`src/rtl/serial_frame_rx.sv`:
```
// serial_frame_rx
//   Receives a start-bit framed serial stream one qualified bit at a time,
//   assembles a WIDTH-bit word, checks the optional parity bit and the stop
//   bit, and hands the word to a valid/ready consumer through a one-entry
//   holding register.
//
// Ports
//   clk         system clock, rising edge
//   rst         synchronous active-high reset
//   bit_in      serial data bit
//   bit_valid   bit_in is sampled only when this is 1
//   data_out    received word (held while data_valid=1)
//   data_valid  holding register contains an unconsumed word
//   data_ready  consumer accepts data_out
//   busy        a frame is in progress
//   parity_err  one-cycle pulse: parity mismatch, word dropped
//   frame_err   one-cycle pulse: stop bit was 0, word dropped
//   overrun     one-cycle pulse: good word arrived while holding reg full
//   frame_cnt   number of good words loaded into the holding register (wraps)
module serial_frame_rx #(
  parameter int WIDTH      = 4,
  parameter int MSB_FIRST  = 0,
  parameter int PARITY_EN  = 1,
  parameter int ODD_PARITY = 0
) (
  input  logic             clk,
  input  logic             rst,
  input  logic             bit_in,
  input  logic             bit_valid,
  output logic [WIDTH-1:0] data_out,
  output logic             data_valid,
  input  logic             data_ready,
  output logic             busy,
  output logic             parity_err,
  output logic             frame_err,
  output logic             overrun,
  output logic [7:0]       frame_cnt
);

  localparam int CW = (WIDTH > 1) ? $clog2(WIDTH) : 1;

  typedef enum logic [1:0] {
    S_IDLE,
    S_DATA,
    S_PARITY,
    S_STOP
  } state_t;

  state_t           state_q, state_d;
  logic [CW-1:0]    bit_cnt_q, bit_cnt_d;
  logic [WIDTH-1:0] shift_q, shift_d;
  logic             par_bad_q, par_bad_d;
  logic [WIDTH-1:0] hold_q, hold_d;
  logic             valid_q, valid_d;
  logic             perr_q, perr_d;
  logic             ferr_q, ferr_d;
  logic             ovr_q, ovr_d;
  logic [7:0]       fcnt_q, fcnt_d;
  logic             hold_free;

  // The holding register can accept a new word if it is empty, or if the
  // consumer is draining it on this very cycle.
  assign hold_free = ~valid_q | data_ready;

  always_comb begin
    state_d   = state_q;
    bit_cnt_d = bit_cnt_q;
    shift_d   = shift_q;
    par_bad_d = par_bad_q;
    hold_d    = hold_q;
    valid_d   = valid_q & ~data_ready;
    perr_d    = 1'b0;
    ferr_d    = 1'b0;
    ovr_d     = 1'b0;
    fcnt_d    = fcnt_q;

    if (bit_valid) begin
      case (state_q)
        S_IDLE: begin
          // A high line is idle; a low bit is the start bit.
          if (!bit_in) begin
            state_d   = S_DATA;
            bit_cnt_d = '0;
            par_bad_d = 1'b0;
          end
        end
        S_DATA: begin
          // LSB-first shifts in at the top so the first bit ends in bit 0.
          if (MSB_FIRST != 0) shift_d = {shift_q[WIDTH-2:0], bit_in};
          else                shift_d = {bit_in, shift_q[WIDTH-1:1]};
          bit_cnt_d = bit_cnt_q + 1'b1;
          if (bit_cnt_q == CW'(WIDTH - 1))
            state_d = (PARITY_EN != 0) ? S_PARITY : S_STOP;
        end
        S_PARITY: begin
          par_bad_d = (^shift_q) ^ (ODD_PARITY != 0) ^ bit_in;
          state_d   = S_STOP;
        end
        S_STOP: begin
          state_d = S_IDLE;
          if (!bit_in) begin
            ferr_d = 1'b1;
          end else if (par_bad_q) begin
            perr_d = 1'b1;
          end else if (hold_free) begin
            hold_d  = shift_q;
            valid_d = 1'b1;
            fcnt_d  = fcnt_q + 8'd1;
          end else begin
            ovr_d = 1'b1;
          end
        end
        default: state_d = S_IDLE;
      endcase
    end
  end

  always_ff @(posedge clk) begin
    if (rst) begin
      state_q   <= S_IDLE;
      bit_cnt_q <= '0;
      shift_q   <= '0;
      par_bad_q <= 1'b0;
      hold_q    <= '0;
      valid_q   <= 1'b0;
      perr_q    <= 1'b0;
      ferr_q    <= 1'b0;
      ovr_q     <= 1'b0;
      fcnt_q    <= '0;
    end else begin
      state_q   <= state_d;
      bit_cnt_q <= bit_cnt_d;
      shift_q   <= shift_d;
      par_bad_q <= par_bad_d;
      hold_q    <= hold_d;
      valid_q   <= valid_d;
      perr_q    <= perr_d;
      ferr_q    <= ferr_d;
      ovr_q     <= ovr_d;
      fcnt_q    <= fcnt_d;
    end
  end

  assign data_out   = hold_q;
  assign data_valid = valid_q;
  assign busy       = (state_q != S_IDLE);
  assign parity_err = perr_q;
  assign frame_err  = ferr_q;
  assign overrun    = ovr_q;
  assign frame_cnt  = fcnt_q;

endmodule

```
`config.mk`:
```
export PLATFORM = sky130hd
export DESIGN_NAME = serial_frame_rx
export DESIGN_NICKNAME = d
export VERILOG_FILES = /design/src/rtl/serial_frame_rx.sv
export SDC_FILE = /design/constraint.sdc
export NUM_CORES = 1
export LEC_CHECK = 0
export CAP_MARGIN = 0
export CORE_UTILIZATION = 54
export DETAILED_ROUTE_END_ITERATION = 10
export PLACE_DENSITY = 0.85
export SYNTH_ARGS = -nofsm -noshare
export SYNTH_HDL_FRONTEND = slang
export SYNTH_SLANG_ARGS = --single-unit
export TNS_END_PERCENT = 30
```
`constraint.sdc`:
```
create_clock -name clk -period 4.6 [get_ports clk]
set_input_delay 0.46 -clock clk [delete_from_list [all_inputs] [get_ports clk]]
set_output_delay 0.46 -clock clk [all_outputs]
set_load 0.005 [all_outputs]
```
# --- Word-level counts from Yosys, hierarchy flattened ---
# Cells that the tools add are included.
word_totals:
  out_inout_bits: 17
  regBits: 25
op_classes:
  n_mux: 15
  n_eq_ne: 6
  bitwise: 9
  n_addsub: 2
  reduce_logical: 13
ops:
  columns: ["operator", "count"]
  rows:
  - ["$mux W1", 9]
  - ["$reduce_and A3 Y1", 3]
  - ["$add A8 B1 Y8 const B", 1]
  - ["$pmux W2 S4", 1]
  - ["$eq A2 B2 Y1 const B", 3]
  - ["$mux W2", 3]
  - ["$not A1 Y1", 6]
  - ["$reduce_bool A2 Y1", 3]
  - ["$reduce_and A5 Y1", 1]
  - ["$reduce_or A5 Y1", 1]
  - ["$ne A2 B2 Y1 const B", 2]
  - ["$pmux W2 S2", 1]
  - ["$reduce_or A4 Y1", 1]
  - ["$reduce_xor A4 Y1", 1]
  - ["$reduce_or A3 Y1", 1]
  - ["$add A2 B1 Y2 const B", 1]
  - ["$eq A2 B1 Y1 const B", 1]
  - ["$logic_not A2 Y1", 1]
  - ["$pmux W1 S2", 1]
  - ["$reduce_and A2 Y1", 1]
  - ["$and A1 B1 Y1", 1]
  - ["$or A1 B1 Y1", 1]
  - ["$xor A1 B1 Y1", 1]

# --- Longest topological paths before layout ---
logic_depth:
  depth_word: 7
  depth_mapped: 7
  ltp_nobuf: 6

# --- Least setup slack after synthesis ---
# Ideal clock, no wire load.
synth_path:
  kind: "input-to-reg"
  startpoint: "input port bit_in"
  endpoint: "register fcnt_q[6], in the netlist frame_cnt[6]"
  arrival_time_ns: 1.411
  path_stages: 5
  slack_ns: 3.119
  required_time_ns: 4.530
  n_path_buf: 1
  path_cell_list: "buf_4 -> and4b_4 -> nand4_2 -> or3_1 -> a21oi_1"
synth_between:
  elab_chain_cells: 1
synth_lines:
  columns: ["element", "line_no", "rtl"]
  rows:
  - ["start, declared", "28", "input logic bit_in,"]
  - ["$reduce_and A5 Y1 (no line)", null, null]
  - ["end signal, assigned", "140", "fcnt_q <= fcnt_d;"]
  - ["end, declared", "58", "logic [7:0] fcnt_q, fcnt_d;"]
# Every way passes these cells.
# A chain may end at the register's enable or synchronous reset.

# --- Worst setup path after layout ---
layout_path:
  startpoint: "register state_q[0]"
  endpoint: "output port busy"
layout_between:
  elab_chain_cells: 1
layout_lines:
  columns: ["element", "line_no", "rtl"]
  rows:
  - ["start, declared", "49", "state_t state_q, state_d;"]
  - ["start signal, assigned", "131", "state_q <= state_d;"]
  - ["$reduce_bool A2 Y1", "146", "assign busy = (state_q != S_IDLE);"]
  - ["end, declared", "33", "output logic busy,"]
# Every way passes these cells.

==> run summary <==
area delta synth->final: 20.7%
via count of the first global-routing pass: 786
startpoint type of the worst setup path: flip-flop
setup violators final: 0
Main synth FF type: sky130_fd_sc_hd__dfxtp_1
top layer used by detailed routing: met4
power per standard cell area: 257 nW/um^2
type of the worst setup path: flip-flop to primary output
non-filler cells in the finished layout: 170
height of the die: 48.3 um
count of standard-cell rows: 16
Std-Cell Core Area: 1980 um^2
switching power: 90.5 uW
setup slack, reg-to-reg: 2.95 ns
count of different cell masters after synthesis: 31
met3 WL post-DR: 101 um
core utilization of the finished layout: 70.4%
top fanout value on the critical path: 5
Clock transition at path regs: 0.12 ns
deepest clock path buffer count: 2
cells after synthesis: 124
Cells on Worst Hold Path: 2
leakage power total: 0.497 nW
most used standard cells in the synthesized netlist: sky130_fd_sc_hd__dfxtp_1 (25), sky130_fd_sc_hd__nor2_1 (12), sky130_fd_sc_hd__nand2_1 (11)
maximum number of pins on one net before global-route repair: 26
worst hold path type: flip-flop to flip-flop
boundary pin count: 22
share of flip-flops with an asynchronous set or reset after synthesis: 0%
clock skew: 0.0143 ns
number of design-rule violations left by the first detailed-router iteration: 15
pre-CTS WS: 2.43 ns
total track usage: 20.3%
post-route met1 wirelength: 901 um
Clk Latency, worst-skew pair: 0.33 ns
antenna violations before repair: 0
total of warnings raised by yosys: 0
Pint: 268 uW
number of clock buffers inserted by TritonCTS: 3
antenna-violating nets left: 0
dominant cell by count in the synthesized netlist: sky130_fd_sc_hd__dfxtp_1
endpoint of the worst register-to-register path: state_q[1]
Die Outline Area: 2330 um^2
register bit total from synthesis: 25
Endpoint, Worst Hold: bit_cnt_q[0]
Hold Crit Start: bit_cnt_q[0]
number of setup buffers added after CTS: 0
count of hold-fix buffers inserted at cts: 0
fraction of synthesized cell area taken by the top area cell type: 43.3%
total number of nets in the final design: 156
number of instances resized during post-cts repair: 0
placed cell count: 166
Final TNS setup: 0 ns
synth top area cells: sky130_fd_sc_hd__dfxtp_1 (43%), sky130_fd_sc_hd__ha_1 (7.6%), sky130_fd_sc_hd__mux2i_1 (4.3%), sky130_fd_sc_hd__a21oi_1 (3.9%), sky130_fd_sc_hd__nor2_1 (3.9%)
Starting Density: 58.3%
switching portion of total power: 25.3%
pin slew with the least headroom to its limit: 0.873 ns
met2 WL post-DR: 1010 um
run status: finished, final reports clean
router iterations before antenna repair: 4
Required @ worst endpoint: 4.14 ns
Critical Path Sink Type: primary output
Final GP Congestion: 0.790
per-cell via count in the routed design: 5.46
Post-Route Hold Slack: 0.482 ns
Vias: 929
wirelength, routed: 2040 um
total nets after synthesis: 136
CP Data Arrival Time: 1.64 ns
H-Tree Level Count: 1
number of slew-limit violations in the final report: 0
Achievable Freq: 0.475 GHz
Die W: 48.3 um
sequential cell area fraction in the yosys report: 43.3%
worst IR drop on VDD: 222 uV
DR WL/cell: 12.0 um
max-cap viol count: 0
reg-to-reg critical path startpoint: state_q[1]
DRC violations left: 0
depth of the worst register-to-register path: 6
Combinational Power Share: 10.0%
source of the critical timing path: state_q[0]
shortest clock period the worst path allows after layout: 2.10 ns
clock tree from TritonCTS: built
fraction of final layout cells with drive strength greater than 1: 6.29%
period utilization: 45.7%
number of clock sinks seen by CTS: 25
Mean Syn Cell Area: 9.32 um^2
unrepaired setup endpoints after global routing: no
global-route wire length before repair: 3320 um
Inserted Diodes: 0
final hold violation count: 0
area leader, netlist: sky130_fd_sc_hd__dfxtp_1
remaining max-slew budget at the tightest pin: 41.6%
Final WS setup: 2.50 ns
proportion of power drawn by flip-flops and latches: 62.0%
portion of total power attributed to the clock network: 28.0%
Cell Area, Synth: 1160 um^2
number of flops mapped to enable cells by yosys: 0
clk root buf: sky130_fd_sc_hd__clkbuf_4
global-route congestion overflow total: 0
PortBufs: 21
hpwl dp: 1520 um
[sequential cells by signal, summed over array words and instances, names as in the netlist]
name        flops
bit_cnt_q       2
par_bad_q       1
parity_err      1
shift_q         4
data_valid      1
frame_err       1
frame_cnt       8
state_q         2
overrun         1
data_out        4
[stage by stage]
step           instance area (um^2)  power (mW)
6_report                       1400       0.358
5_1_grt                        1400       0.378
4_1_cts                        1400       0.362
3_5_place_dp                   1370       0.262
3_3_place_gp                   1370       0.261
2_1_floorplan                  1160       0.253
[layout make-up]
cell class / count / area, um^2
multi-input combinational: 89 / 606
fill: 145 / 587
sequential: 25 / 500
timing repair buffer: 21 / 210
tap: 27 / 33.8
clock buffer: 3 / 22.5
inverter: 4 / 15.0
clock inverter: 1 / 7.51
[worst max path at each step]
stage                               to  depth (start not counted)
final                             busy                          4
after global routing              busy                          4
after CTS                         busy                          4
after detailed placement  frame_cnt[6]                          5
after global placement    frame_cnt[6]                          5
after floorplan           frame_cnt[6]                          5
[cell usage in the layout (no fill, tap or decap), drive strengths merged, types with 5 or more instances in the layout]
cell	instances
nand3	7
clkdlybuf4s50	21
nor3	5
nand2	11
mux2i	5
nor2	13
o21ai	6
ha	7
a21oi	9
dfxtp	25
[per-layer routing]
layer	vias up	global-route usage [%]
li1	467	-
met1	430	26.5
met2	30	32.8
met3	2	3.70
met4	0	8.33
met5	-	0
[power groups by stage]
| stage | clock network, mW | registers, mW | logic (mW) |
|---|---|---|---|
| finish | 0.100 | 0.222 | 0.0359 |
| global route | 0.115 | 0.222 | 0.0406 |
| CTS | 0.104 | 0.222 | 0.0359 |
| detailed placement | 0 | 0.227 | 0.0355 |
| global placement | 0 | 0.227 | 0.0342 |
| floorplan | 0 | 0.226 | 0.0265 |
[worst max-delay path, stage by stage (launching register included)]
cell and delay, ns:
sky130_fd_sc_hd__dfxtp_1 0.39, sky130_fd_sc_hd__inv_1 0.10, sky130_fd_sc_hd__ha_1 0.27, sky130_fd_sc_hd__inv_1 0.08
sky130_fd_sc_hd__clkdlybuf4s50_1 0.49
[cell families after synthesis]
kind of cell               count (synthesis)  synth area share [%]
AOI/OAI and AO/OA                         19                  9.63
buffers and inverters                     10                  4.33
xor gates and xnor gates                   8                  7.25
muxes                                      5                  4.33
adders and majority gates                  7                  7.58
DFF                                       25                  43.3
and+or+nand+nor                           50                  23.6
No activity file was read; power rests on OpenSTA's default activity.
